$ cat src/rtl/rr_mux4_arbiter.sv
// Round-robin arbiter steering one registered 4:1 data mux among four requesters.
// Define HOLD_TIMEOUT_EN to force a handover after MAX_HOLD cycles under contention.
module rr_mux4_arbiter #(
  parameter int DATA_W   = 1,
  parameter int MAX_HOLD = 4
) (
  input  logic              clk,
  input  logic              rst_n,
  input  logic [3:0]        req,
  input  logic [4*DATA_W-1:0] j,
  output logic [3:0]        gnt,
  output logic [1:0]        sel,
  output logic [DATA_W-1:0] g,
  output logic              g_valid
);

  typedef enum logic {IDLE, BUSY} state_t;

  if (MAX_HOLD < 1 || MAX_HOLD > 255) begin : g_bad_max_hold
    $error("rr_mux4_arbiter: MAX_HOLD must be in 1..255");
  end

  state_t     state, state_next;
  logic [1:0] last, last_next;
  logic [1:0] sel_next;
  logic [3:0] others;
  logic [2:0] pick;

  // Lowest-distance requester after 'from'; 'from' itself is checked last.
  // Returns {found, index}.
  function automatic logic [2:0] rr_pick(input logic [3:0] r, input logic [1:0] from);
    logic [2:0] best;
    logic [1:0] cand;
    best = 3'b000;
    for (int i = 4; i >= 1; i--) begin
      cand = from + 2'(i);
      if (r[cand]) best = {1'b1, cand};
    end
    return best;
  endfunction

  assign others = req & ~(4'b0001 << last);

`ifdef HOLD_TIMEOUT_EN
  localparam logic [7:0] HOLD_LAST = 8'(MAX_HOLD - 1);
  logic [7:0] hold_cnt, hold_next;
`endif

  // NOTE: every signal assigned here gets a default first, so no path can infer a latch.
  always_comb begin
    state_next = state;
    last_next  = last;
    sel_next   = sel;
`ifdef HOLD_TIMEOUT_EN
    hold_next  = hold_cnt;
`endif
    // While busy the owner is masked, so a winner is always a different lane.
    pick = rr_pick((state == IDLE) ? req : others, last);

    case (state)
      IDLE: begin
        if (pick[2]) begin
          state_next = BUSY;
          last_next  = pick[1:0];
          sel_next   = pick[1:0];
`ifdef HOLD_TIMEOUT_EN
          hold_next  = '0;
`endif
        end
      end
      BUSY: begin
        if (!req[last]) begin
          if (pick[2]) begin
            last_next = pick[1:0];
            sel_next  = pick[1:0];
`ifdef HOLD_TIMEOUT_EN
            hold_next = '0;
`endif
          end else begin
            state_next = IDLE;
          end
        end
`ifdef HOLD_TIMEOUT_EN
        else if (hold_cnt == HOLD_LAST) begin
          hold_next = '0;
          if (pick[2]) begin
            last_next = pick[1:0];
            sel_next  = pick[1:0];
          end
        end else if (hold_cnt != 8'hff) begin
          hold_next = hold_cnt + 8'd1;
        end
`endif
      end
      default: state_next = IDLE;
    endcase
  end

  // NOTE: sequential state uses non-blocking assignments so all registers update together.
  always_ff @(posedge clk or negedge rst_n) begin
    if (!rst_n) begin
      state   <= IDLE;
      last    <= 2'd3;
      sel     <= 2'd0;
      gnt     <= 4'b0000;
      g       <= '0;
      g_valid <= 1'b0;
    end else begin
      state   <= state_next;
      last    <= last_next;
      sel     <= sel_next;
      gnt     <= (state_next == BUSY) ? (4'b0001 << last_next) : 4'b0000;
      g_valid <= (state_next == BUSY);
      // g is loaded only while owned, so it keeps its last word through idle.
      if (state_next == BUSY) g <= j[int'(sel_next)*DATA_W +: DATA_W];
    end
  end

`ifdef HOLD_TIMEOUT_EN
  always_ff @(posedge clk or negedge rst_n) begin
    if (!rst_n) hold_cnt <= '0;
    else        hold_cnt <= hold_next;
  end
`endif

endmodule
$ cat config.mk
export PLATFORM = sky130hd
export DESIGN_NAME = rr_mux4_arbiter
export DESIGN_NICKNAME = d
export VERILOG_FILES = /design/src/rtl/rr_mux4_arbiter.sv
export SDC_FILE = /design/constraint.sdc
export NUM_CORES = 1
export LEC_CHECK = 0
export ABC_AREA = 1
export CELL_PAD_IN_SITES_DETAIL_PLACEMENT = 1
export CELL_PAD_IN_SITES_GLOBAL_PLACEMENT = 2
export CORE_ASPECT_RATIO = 0.75
export CORE_MARGIN = 10
export CORE_UTILIZATION = 27
export DETAILED_ROUTE_END_ITERATION = 7
export PLACE_DENSITY_LB_ADDON = 0.25
export SYNTH_ARGS = -nofsm -noshare
export SYNTH_HDL_FRONTEND = slang
export SYNTH_SLANG_ARGS = --single-unit
$ cat constraint.sdc
create_clock -name clk -period 2.5 [get_ports clk]
set_input_delay 0.5 -clock clk [delete_from_list [all_inputs] [get_ports clk]]
set_output_delay 0.5 -clock clk [all_outputs]
set_load 0.005 [all_outputs]
# Word-level counts from Yosys, hierarchy flattened
# Index checks and enable logic that the tools add are counted.
dict set report totals {
  register_bits 10
  inputBits 10
  out_inout_bits 8
}
dict set report op_classes {
  add_sub_neg 3
  order_cmp 4
  n_shift 3
  n_mux 25
  bitwise_logic 3
}
# op n
set ops {}
lappend ops {{2-bit by 3-bit < comparator with 1-bit output (second input constant)} 4}
lappend ops {{3-bit 2-to-1 mux} 4}
lappend ops {{1-bit binary-select mux with 2-bit select} 5}
lappend ops {{2-bit 2-to-1 mux} 4}
lappend ops {{4-bit 2-to-1 mux} 2}
lappend ops {{2-bit case mux with 2 select lines} 2}
lappend ops {{1-bit by 2-bit << shifter with 4-bit output (first input constant)} 2}
lappend ops {{1-bit 2-to-1 mux} 7}
lappend ops {{2-bit adder (second input constant)} 2}
lappend ops {{4-bit AND} 1}
lappend ops {{4-bit inverter} 1}
lappend ops {{4-bit by 3-bit variable part select with 1-bit output} 1}
lappend ops {{2-bit by 1-bit adder with 2-bit output (second input constant)} 1}
lappend ops {{1-bit case mux with 2 select lines} 1}
lappend ops {{1-bit inverter} 1}

# Depth between registers and ports, before layout
# Gate-level depths: netlist of the first run.
dict set report depth {
  word_depth 15
  ltp_mapped 19
  ltp_nobuf 18
}

# Worst setup path before layout of the first run
# No wires, ideal clock.
dict set report synth_path {
  kind {register to register}
  startpoint {register last[0]}
  endpoint {register g}
  arrival_time_ns 1.909
  required_time_ns 2.384
  path_slack_ns 0.475
  stages_incl_launch_ff 18
  synth_period_minus_slack_ns 2.025
  path_cell_list {dfstp_2 -> buf_6 -> inv_8 -> ha_1 -> nand2_2 -> nand3_1 -> o21ai_2 -> nor2_2 -> nand2_2 -> clkinv_2 -> nor2_4 -> nand4_1 -> nand2_1 -> inv_1 -> nand3_1 -> nand2_1 -> nand2_1 -> nand2_1}
}
dict set report synth_via {
  elab_chain_cells 14
  word_cells_on_any_way 28
}
# element line_no
set synth_lines {}
lappend synth_lines {{start, declared} 24} ;# logic [1:0] last, last_next;
lappend synth_lines {{start signal, assigned} 110} ;# last <= last_next;
lappend synth_lines {{1-bit by 2-bit << shifter with 4-bit output} 42} ;# assign others = req & ~(4'b0001 << last);
lappend synth_lines {{4-bit inverter} 42}
lappend synth_lines {{4-bit AND} 42}
lappend synth_lines {{4-bit 2-to-1 mux} 58} ;# pick = rr_pick((state == IDLE) ? req : others, last);
lappend synth_lines {{1-bit binary-select mux with 2-bit select} 37} ;# if (r[cand]) best = {1'b1, cand};
lappend synth_lines {{1-bit 2-to-1 mux (not written as such)} 37}
lappend synth_lines {{3-bit 2-to-1 mux (4 in a row)} 37}
lappend synth_lines {{2-bit 2-to-1 mux} {62, 73}}
lappend synth_lines {{2-bit 2-to-1 mux} 72} ;# if (!req[last]) begin
lappend synth_lines {{2-bit case mux with 2 select lines (*)} 60} ;# case (state)
lappend synth_lines {{via sel_next[1]} 25} ;# logic [1:0] sel_next;
lappend synth_lines {{4-bit by 3-bit variable part select with 1-bit output (*)} 115} ;# if (state_next == BUSY) g <= j[int'(sel_next)*DATA_W +: DATA_W];
lappend synth_lines {{end signal, assigned} 115}
lappend synth_lines {{end, declared} 13} ;# output logic [DATA_W-1:0] g,
# Mark *: on every way through the listed nets, which the timed path passes. The rest lies on a longest branch. The select of a mux whose other input is x is not followed.
# A chain may end at the register's enable or synchronous reset.

# Final worst setup path of the first run
# Ends and elaborated chain as after synthesis.

==> results of run 1 <==
## metal layers
layer  global-route usage, %  vias to the layer above
met2                    13.4                       11
li1                        -                      368
met1                    10.9                      342
met3                    3.49                        2
met4                    1.91                        0
met5                       0                        -
## timing repair
| item | 4_1_cts | 5_1_grt |
|---|---|---|
| gates resized for setup | 0 | 0 |
| setup buffers | 0 | 5 |
| hold endpoints to repair | 0 | 0 |
| setup endpoints to repair | 0 | 3 |
## final cells by class
class	count	area (µm²)	share of cell area [%]
repair buffers	23	215	19.9
multi-input cells	73	438	40.5
well taps	36	45.0	4.16
clock buffers	4	55.1	5.09
flip-flops and latches	10	253	23.4
inverters	18	76.3	7.05
## sequential cells by signal (all words and copies together) (netlist names)
name / flops
state: 1
sel: 2
gnt: 4
g: 1
last: 2
## synth_stat cells
library cell,number,share of area (%)
dfrtp_1,8,26
or2_4,1,1.1
nand2_2,5,4.0
inv_1,16,7.7
inv_8,1,1.4
nor2_1,8,3.9
or2_1,1,0.80
buf_6,1,1.4
clkinv_2,1,0.64
o211ai_1,1,0.96
ha_1,4,6.4
o21ai_0,2,1.3
nor2_4,2,2.9
nand3_1,9,5.8
o211ai_2,1,1.6
nand2_1,28,14
nor2_2,1,0.80
nand3_2,5,6.4
dfstp_2,2,6.8
nand3_4,1,2.3
nand4_1,1,0.80
nand2_4,1,1.4
o21ai_2,2,2.3
## kinds of logic after synthesis
family / after synthesis
adders and majority gates: 4
buffers and inverters: 19
AOI/OAI and AO/OA: 6
and+or+nand+nor: 63
DFF: 10
## cell usage in the layout (no fill, tap or decap), types with 2 or more instances in the layout
master / n
o21ai_2: 2
nand2_2: 5
o21ai_0: 2
nand3_1: 9
inv_1: 16
dfstp_2: 2
nor2_4: 2
dfrtp_1: 8
clkbuf_8: 4
nand2_1: 28
nor2_1: 8
buf_4: 6
clkdlybuf4s50_1: 17
ha_1: 4
nand3_2: 5
## worst max-delay path, cell delays in order, from the launching register on
cell	delay, ns
dfstp_2	0.63
inv_8	0.07
ha_1	0.21
nand2_2	0.10
nand3_1	0.09
o21ai_2	0.11
nor2_2	0.06
nand2_2	0.07
clkinv_2	0.07
nor2_4	0.14
nand4_1	0.15
nand2_1	0.13
inv_1	0.05
nand3_1	0.07
nand2_1	0.06
nand2_1	0.06
nand2_1	0.06
## how the worst max path moves through the flow
stage,start,endpoint,slack [ns],cells after the start
4_1_cts,last[0],g,0.16,16
5_1_grt,last[0],g,0.006,16
3_3_place_gp,req[3],g,0.20,14
3_5_place_dp,req[3],g,0.11,14
6_report,last[0],g,0.27,16
2_1_floorplan,last[0],g,0.47,17
## per-stage QoR
stage	total power (µW)	cell area [µm²]	util [%]	setup WS [ns]	cells
finish	1780	1080	40.3	0.270	164
global route	2000	1080	40.3	0.00569	164
CTS	1750	1040	38.9	0.163	159
detailed placement	1530	990	36.9	0.115	155
global placement	1510	990	36.9	0.199	155
floorplan	1180	778	-	0.475	102
## power by group
part,switching (µW),total (µW),internal (µW)
clock,67.2,206,139
combinational,740,1240,501
sequential,68.9,335,266
total,876,1780,906
==> impl_metrics.json, run 1 <==
{
  "drive_gt1_share_pct": 25.8,
  "hpwl_um": 1790,
  "grt_usage_pct": 8.62,
  "hold_end": "g",
  "fin_setup_tns_ns": 0,
  "syn_to_final_growth_pct": 39.1,
  "top_layer": "met4",
  "final-hold-violation-count": 0,
  "cp-start-kind": "register",
  "rr_endpoint": "g",
  "synth_top_family_by_area": "simple AND/OR/NAND/NOR gates",
  "grt_pass1_wl_um": 3630,
  "cts.sinks": 10,
  "routed_wl_um": 2150,
  "hold_ws_ns": 0.497,
  "dieArea_um2": 5450,
  "wl_met3_um": 132,
  "setup_violations": 0,
  "hp-start": "g",
  "finalNetCount": 143,
  "floorplan.rows": 16,
  "ys_seq_area_share_pct": 32.5,
  "fmax_mhz": 448,
  "synth_nets": 116,
  "antenna_found_initial": 0,
  "wl_met2_um": 982,
  "cts_inserted_buffers": 3,
  "ys_ff_latch": 10,
  "whs_path_depth": 2,
  "leakagePower_uw": 0.000545,
  "worst_pin_slew_ns": 0.448,
  "crit_type": "register to register",
  "boundaryPins": 18,
  "grt_max_degree": 11,
  "first_global_vias": 755,
  "end_kind": "register",
  "clockRootBuffer": "clkbuf_8",
  "worstSkewPairLatency_ns": 0.24,
  "synth_xor_area_share_pct": 0,
  "cts_tree": "done",
  "vias_per_cell": 4.41,
  "path_max_fanout": 9,
  "grt_setup_unrepaired": "no",
  "synth-simple-area-share_pct": 43.7,
  "portBuffers": 17,
  "clock_path_buffers": 2,
  "yosysWarnings": 0,
  "coreArea_um2": 2680,
  "r2r_start": "last[0]",
  "die_x_um": 82.0,
  "start_util_pct": 29.0,
  "place_congestion": 0.733,
  "gr-total-overflow": 0,
  "synthCells": 102,
  "wl_met1_um": 1030,
  "r2r_cells": 16,
  "num_antenna_cells": 0,
  "ir_drop_mv": 0.550,
  "slew_headroom_pct": 70.1,
  "cts_hold_buf": 0,
  "slew_violations": 0,
  "synth_compound_area_share_pct": 6.11,
  "ant_nets": 0,
  "drv_cap": 0,
  "period_minus_slack_ns": 2.23,
  "cts-htree-levels": 1,
  "clock_skew_ns": 0.00190,
  "status": "completed",
  "first_iter_violations": 15,
  "synthAdderAreaFrac_pct": 6.43,
  "r2r_slack_ns": 0.27,
  "fillers": 345,
  "dr.pass1.iters": 2,
  "period_share_pct": 89.2,
  "hold_path.class": "register to register",
  "crit_arrival_ns": 2.35,
  "clk_pin_slew_ns": 0.05,
  "muxShareOfSynthArea_pct": 0,
  "synth_cell_types": 23,
  "num_vias": 723,
  "fp.dieH_um": 66.5,
  "avgSynthCellArea_um2": 7.63,
  "avgRoutedWirePerCell_um": 13.1,
  "power_density_nw_per_um2": 1650,
  "netlist_area_um2": 778,
  "drc": 0,
  "worst_ep_required_time_ns": 2.62
}
No activity file was read; power rests on OpenSTA's default activity.
==> run 2: changes to the inputs <==
CORE_MARGIN = default   (was 10)
==> run 2 against run 1 <==
Worst hold slack got worse by 0.015 ns. Final area is 0.46% lower. Total power is 0.35% lower. Highest routed layer is now met3. Non-clock buffer count fell by 1. Register-to-register slack worse by 0.04 ns. Sequential share of layout area up 0.11 points. Cell count is 0.61% lower. Global-route usage is 6.4 points higher. Utilization up 0.12 points.
==> impl_metrics.json, run 2 (synthesized netlist as in run 1, its figures left out) <==
{
  "num_vias": 695,
  "hold_path.class": "register to register",
  "largest_reg_flops": 4,
  "fp.dieH_um": 48.5,
  "worst_ep_required_time_ns": 2.63,
  "period_share_pct": 90.8,
  "final_core_util_pct": 40.5,
  "dieArea_um2": 3100,
  "gr-total-overflow": 0,
  "dr.pass1.iters": 3,
  "final_common_cell": "nand2_1",
  "boundaryPins": 18,
  "leakagePower_uw": 0.000540,
  "place_congestion": 0.773,
  "floorplan.rows": 16,
  "top_register": "gnt",
  "vias_per_cell": 4.26,
  "clock_path_buffers": 2,
  "worst_pin_slew_ns": 0.471,
  "drc": 0,
  "coreArea_um2": 2660,
  "max_stage_delay_ns": 0.64,
  "fin_setup_tns_ns": 0,
  "grt_max_degree": 11,
  "slew_headroom_pct": 68.5,
  "start_util_pct": 29.2,
  "period_minus_slack_ns": 2.27,
  "final-hold-violation-count": 0,
  "cts-htree-levels": 1,
  "power_density_nw_per_um2": 1650,
  "hold_ws_ns": 0.482,
  "slowest_stage": "dfstp_2",
  "finalNetCount": 142,
  "cp-start-kind": "register",
  "hpwl_um": 1610,
  "mostFrequentLayoutCells": "nand2_1, clkdlybuf4s50_1, inv_1, nand3_1",
  "cts_tree": "done",
  "grt_setup_unrepaired": "no",
  "r2r_slack_ns": 0.23,
  "first_iter_violations": 17,
  "antenna_found_initial": 0,
  "clk_pin_slew_ns": 0.05,
  "cp_cell_sequence": "inv_8, ha_1, nand2_2, nand3_1, o21ai_2, nor2_2, nand2_2, clkinv_2, nor2_4, nand4_1, nand2_2, inv_1, nand3_1, nand2_1, nand2_1, nand2_1",
  "cts_hold_buf": 0,
  "critPathTopFamily": "simple AND/OR/NAND/NOR gates",
  "worstPathBufferInverterCount": 3,
  "worstSkewPairLatency_ns": 0.24,
  "syn_to_final_growth_pct": 38.4,
  "grt_usage_pct": 15.0,
  "fmax_mhz": 441,
  "crit_type": "register to register",
  "first_global_vias": 729,
  "cts_inserted_buffers": 3,
  "setup_violations": 0,
  "path_max_fanout": 9,
  "end_kind": "register",
  "crit_arrival_ns": 2.40,
  "num_antenna_cells": 0,
  "reg_top3": "gnt: 4 flops, last: 2 flops, sel: 2 flops",
  "drive_gt1_share_pct": 26.0,
  "drv_cap": 0,
  "cts.sinks": 10,
  "portBuffers": 17,
  "die_x_um": 64.0,
  "grt_pass1_wl_um": 3620,
  "avgRoutedWirePerCell_um": 12.1,
  "slew_violations": 0,
  "clock_skew_ns": 0.00267,
  "clockRootBuffer": "clkbuf_8",
  "ir_drop_mv": 0.618,
  "status": "completed",
  "routed_wl_um": 1980,
  "ant_nets": 0
}
run 2: cell types whose count changed in the layout (fill, tap and decap cells not counted), sizes merged:
cell	previous run	this run
buf	6	5
run 2: path summary, 6_finish.rpt:
check                        start  endpoint  cells after the start
max                        last[0]         g                     16
min                              g         g                      2
max reg2reg                last[0]         g                     16
min reg2reg                      g         g                      2
max in group asynchronous    rst_n   last[0]                      1
min in group asynchronous    rst_n    gnt[1]                      1
run 2: area by class of cell:
type / instances / area (µm²)
multi-input cells: 73 / 440
clock buffers: 4 / 55.1
repair buffers: 22 / 208
fillers: 321 / 1590
well taps: 36 / 45.0
flip-flops and latches: 10 / 253
inverters: 18 / 76.3
run 2: layer usage:
layer  GRT usage, %  wire length [µm]
met5              0                 0
met4           3.41                 0
met3           3.30                50
met2           22.5               872
met1           21.8              1060
run 2: repair_timing:
action                                  4_1_cts  5_1_grt
resized for setup                             0        1
setup buffers                                 0        4
endpoints found under the setup margin        0        1
run 2: power by group:
part / internal (µW) / total [µW] / leakage, µW / switching (µW)
Sequential: 267 / 341 / 0.000118 / 74.7
Combinational: 495 / 1230 / 0.000394 / 735
Clock: 139 / 205 / 0.0000288 / 66.0
Total: 901 / 1780 / 0.000540 / 875
run 2: metrics by stage:
stage	power, µW	std cells	instance area, µm²	worst slack [ns]
3_5_place_dp	1530	155	990	0.111
6_report	1780	163	1080	0.231
3_3_place_gp	1500	155	990	0.196
2_1_floorplan	1180	102	778	0.475
5_1_grt	2000	163	1080	0.00434
4_1_cts	1750	159	1040	0.160
run 2: worst register-to-register path, stage by stage (launching register included):
cell      delay (ns)
dfstp_2         0.64
inv_8           0.08
ha_1            0.21
nand2_2         0.10
nand3_1         0.09
o21ai_2         0.11
nor2_2          0.06
nand2_2         0.07
clkinv_2        0.07
nor2_4          0.13
nand4_1         0.18
nand2_2         0.13
inv_1           0.05
nand3_1         0.07
nand2_1         0.07
nand2_1         0.06
nand2_1         0.05
==> run 3: changes to the inputs <==
REMOVE_ABC_BUFFERS = 1   (was default)
==> run 3 against run 2 <==
Via count rose by 0.43%. Combinational power is 5% lower. Utilization decreased by 1.2 points. Sequential share of layout area increased by 0.70 points. Maximum frequency increased by 2.1%. First-iteration DRC count fell by 53%. Non-clock buffer count down 2. Worst hold slack worse by 0.0029 ns. Critical path type unchanged. Critical endpoint unchanged. Largest cell class unchanged.
==> impl_metrics.json, run 3 (synthesized netlist as in run 1, its figures left out) <==
{
  "worst_pin_slew_ns": 0.470,
  "cts_hold_buf": 0,
  "critPathTopFamily": "simple AND/OR/NAND/NOR gates",
  "finalNetCount": 140,
  "dieArea_um2": 3100,
  "reg_top3": "gnt: 4 flops, last: 2 flops, sel: 2 flops",
  "swShare_pct": 49.7,
  "power_density_nw_per_um2": 1610,
  "worst_ep_required_time_ns": 2.62,
  "fp.dieH_um": 48.5,
  "switchingPower_uw": 836,
  "die_x_um": 64.0,
  "report.power.total_uw": 1680,
  "period_share_pct": 88.9,
  "cp-start-kind": "register",
  "first_iter_violations": 8,
  "worstPathBufferInverterCount": 3,
  "cts-htree-levels": 1,
  "r2r_cells": 16,
  "clock_path_buffers": 2,
  "path_max_fanout": 9,
  "grtUsageMet1_pct": 20.8,
  "clk_pin_slew_ns": 0.05,
  "fmax_mhz": 450,
  "ant_nets": 0,
  "final_core_util_pct": 39.3,
  "crit_type": "register to register",
  "cts_tree": "done",
  "slew_headroom_pct": 68.6,
  "coreArea_um2": 2660,
  "end_kind": "register",
  "num_antenna_cells": 0,
  "worstSetupStartpoint": "last[0]",
  "antenna_found_initial": 0,
  "avgRoutedWirePerCell_um": 11.7,
  "clockRootBuffer": "clkbuf_8",
  "met3_usage_pct": 3.30,
  "portBuffers": 17,
  "place_inst": 155,
  "grt-busiest-layer": "met1",
  "fin_setup_tns_ns": 0,
  "routed_wl_um": 1870,
  "grt_use_met2_pct": 20.0,
  "grt_pass1_wl_um": 3320,
  "syn_to_final_growth_pct": 34.4,
  "final-hold-violation-count": 0,
  "num_vias": 698,
  "final_common_cell": "nand2_1",
  "cp_cell_sequence": "inv_8, ha_1, nand2_2, nand3_1, o21ai_2, nor2_2, nand2_2, clkinv_2, nor2_4, nand4_1, nand2_1, inv_1, nand3_1, nand2_1, nand2_1, nand2_1",
  "cpMostUsedCell": "nand2_1",
  "drv_cap": 0,
  "drc": 0,
  "setup_violations": 0,
  "intPower_uw": 845,
  "vias_per_cell": 4.36,
  "cts_inserted_buffers": 3,
  "gr-total-overflow": 0,
  "period_minus_slack_ns": 2.22,
  "first_global_vias": 696,
  "start_util_pct": 29.2,
  "p_seq_share_pct": 20.8,
  "mostFrequentLayoutCells": "nand2_1, clkdlybuf4s50_1, inv_1, nand3_1",
  "slowest_stage": "dfstp_2",
  "worstSkewPairLatency_ns": 0.23,
  "boundaryPins": 18,
  "place_congestion": 0.836,
  "rr_endpoint": "g",
  "r2r_slack_ns": 0.28,
  "leakagePower_uw": 0.000524,
  "max_stage_delay_ns": 0.61,
  "clock_skew_ns": 0.00243,
  "floorplan.rows": 16,
  "layout.cells.non_filler": 160,
  "r2r_start": "last[0]",
  "slew_violations": 0,
  "cp.depth": 16,
  "p_clk_share_pct": 9.5,
  "top_register": "gnt",
  "crit_arrival_ns": 2.34,
  "critPathCapture": "g",
  "ir_drop_mv": 0.609,
  "status": "completed",
  "p_comb_share_pct": 69.6,
  "hold_path.class": "register to register",
  "largest_reg_flops": 4,
  "drive_gt1_share_pct": 23.4,
  "hpwl_um": 1510,
  "grt_setup_unrepaired": "no",
  "grt_max_degree": 11,
  "dr.pass1.iters": 4,
  "grt_usage_pct": 13.8,
  "cts.sinks": 10
}
run 3: power by group through the flow:
stage,registers [µW],logic (µW),clock network (µW)
finish,350,1170,161
global route,361,1360,175
CTS,360,1160,166
detailed placement,360,1150,0
global placement,358,1140,0
floorplan,350,809,0
run 3: metrics by stage:
stage               cell area [µm²]  setup slack, ns  hold slack, ns
detailed placement              990            0.154           0.470
CTS                            1030            0.173           0.481
finish                         1050            0.278           0.479
floorplan                       767            0.451           0.204
global route                   1050           0.0360           0.536
global placement                990            0.191           0.464
run 3: final cells by class:
class	count	area, µm²
clock buffers	3	41.3
fillers	327	1620
inverters	18	76.3
multi-input cells	73	438
flip-flops and latches	10	253
well taps	36	45.0
repair buffers	20	193
run 3: worst reg2reg max path: stages, from the launching register on:
cell and delay, ns:
dfstp_2 0.61, inv_8 0.07, ha_1 0.22, nand2_2 0.11, nand3_1 0.10, o21ai_2 0.11, nor2_2 0.06, nand2_2 0.07
clkinv_2 0.07, nor2_4 0.12, nand4_1 0.15, nand2_1 0.13, inv_1 0.05, nand3_1 0.07, nand2_1 0.07, nand2_1 0.06
nand2_1 0.05
run 3: timing repair:
action,in CTS,in global routing
setup endpoints to repair,0,1
setup buffers,0,2
gates resized for setup,0,0
hold endpoints to repair,0,0
run 3: how the worst min path moves through the flow:
stage	to	cells after the start	start	slack, ns
2_1_floorplan	g	0	rst_n	0.20
3_3_place_gp	g	2	g	0.46
3_5_place_dp	g	2	g	0.47
4_1_cts	g	2	g	0.48
5_1_grt	g	2	g	0.54
6_report	g	2	g	0.48
run 3: layer usage:
metal  routed length, µm  up-vias
li1                    -      364
met1                 983      320
met2                 819       14
met3                  69        0
met4                   0        0
met5                   0        -
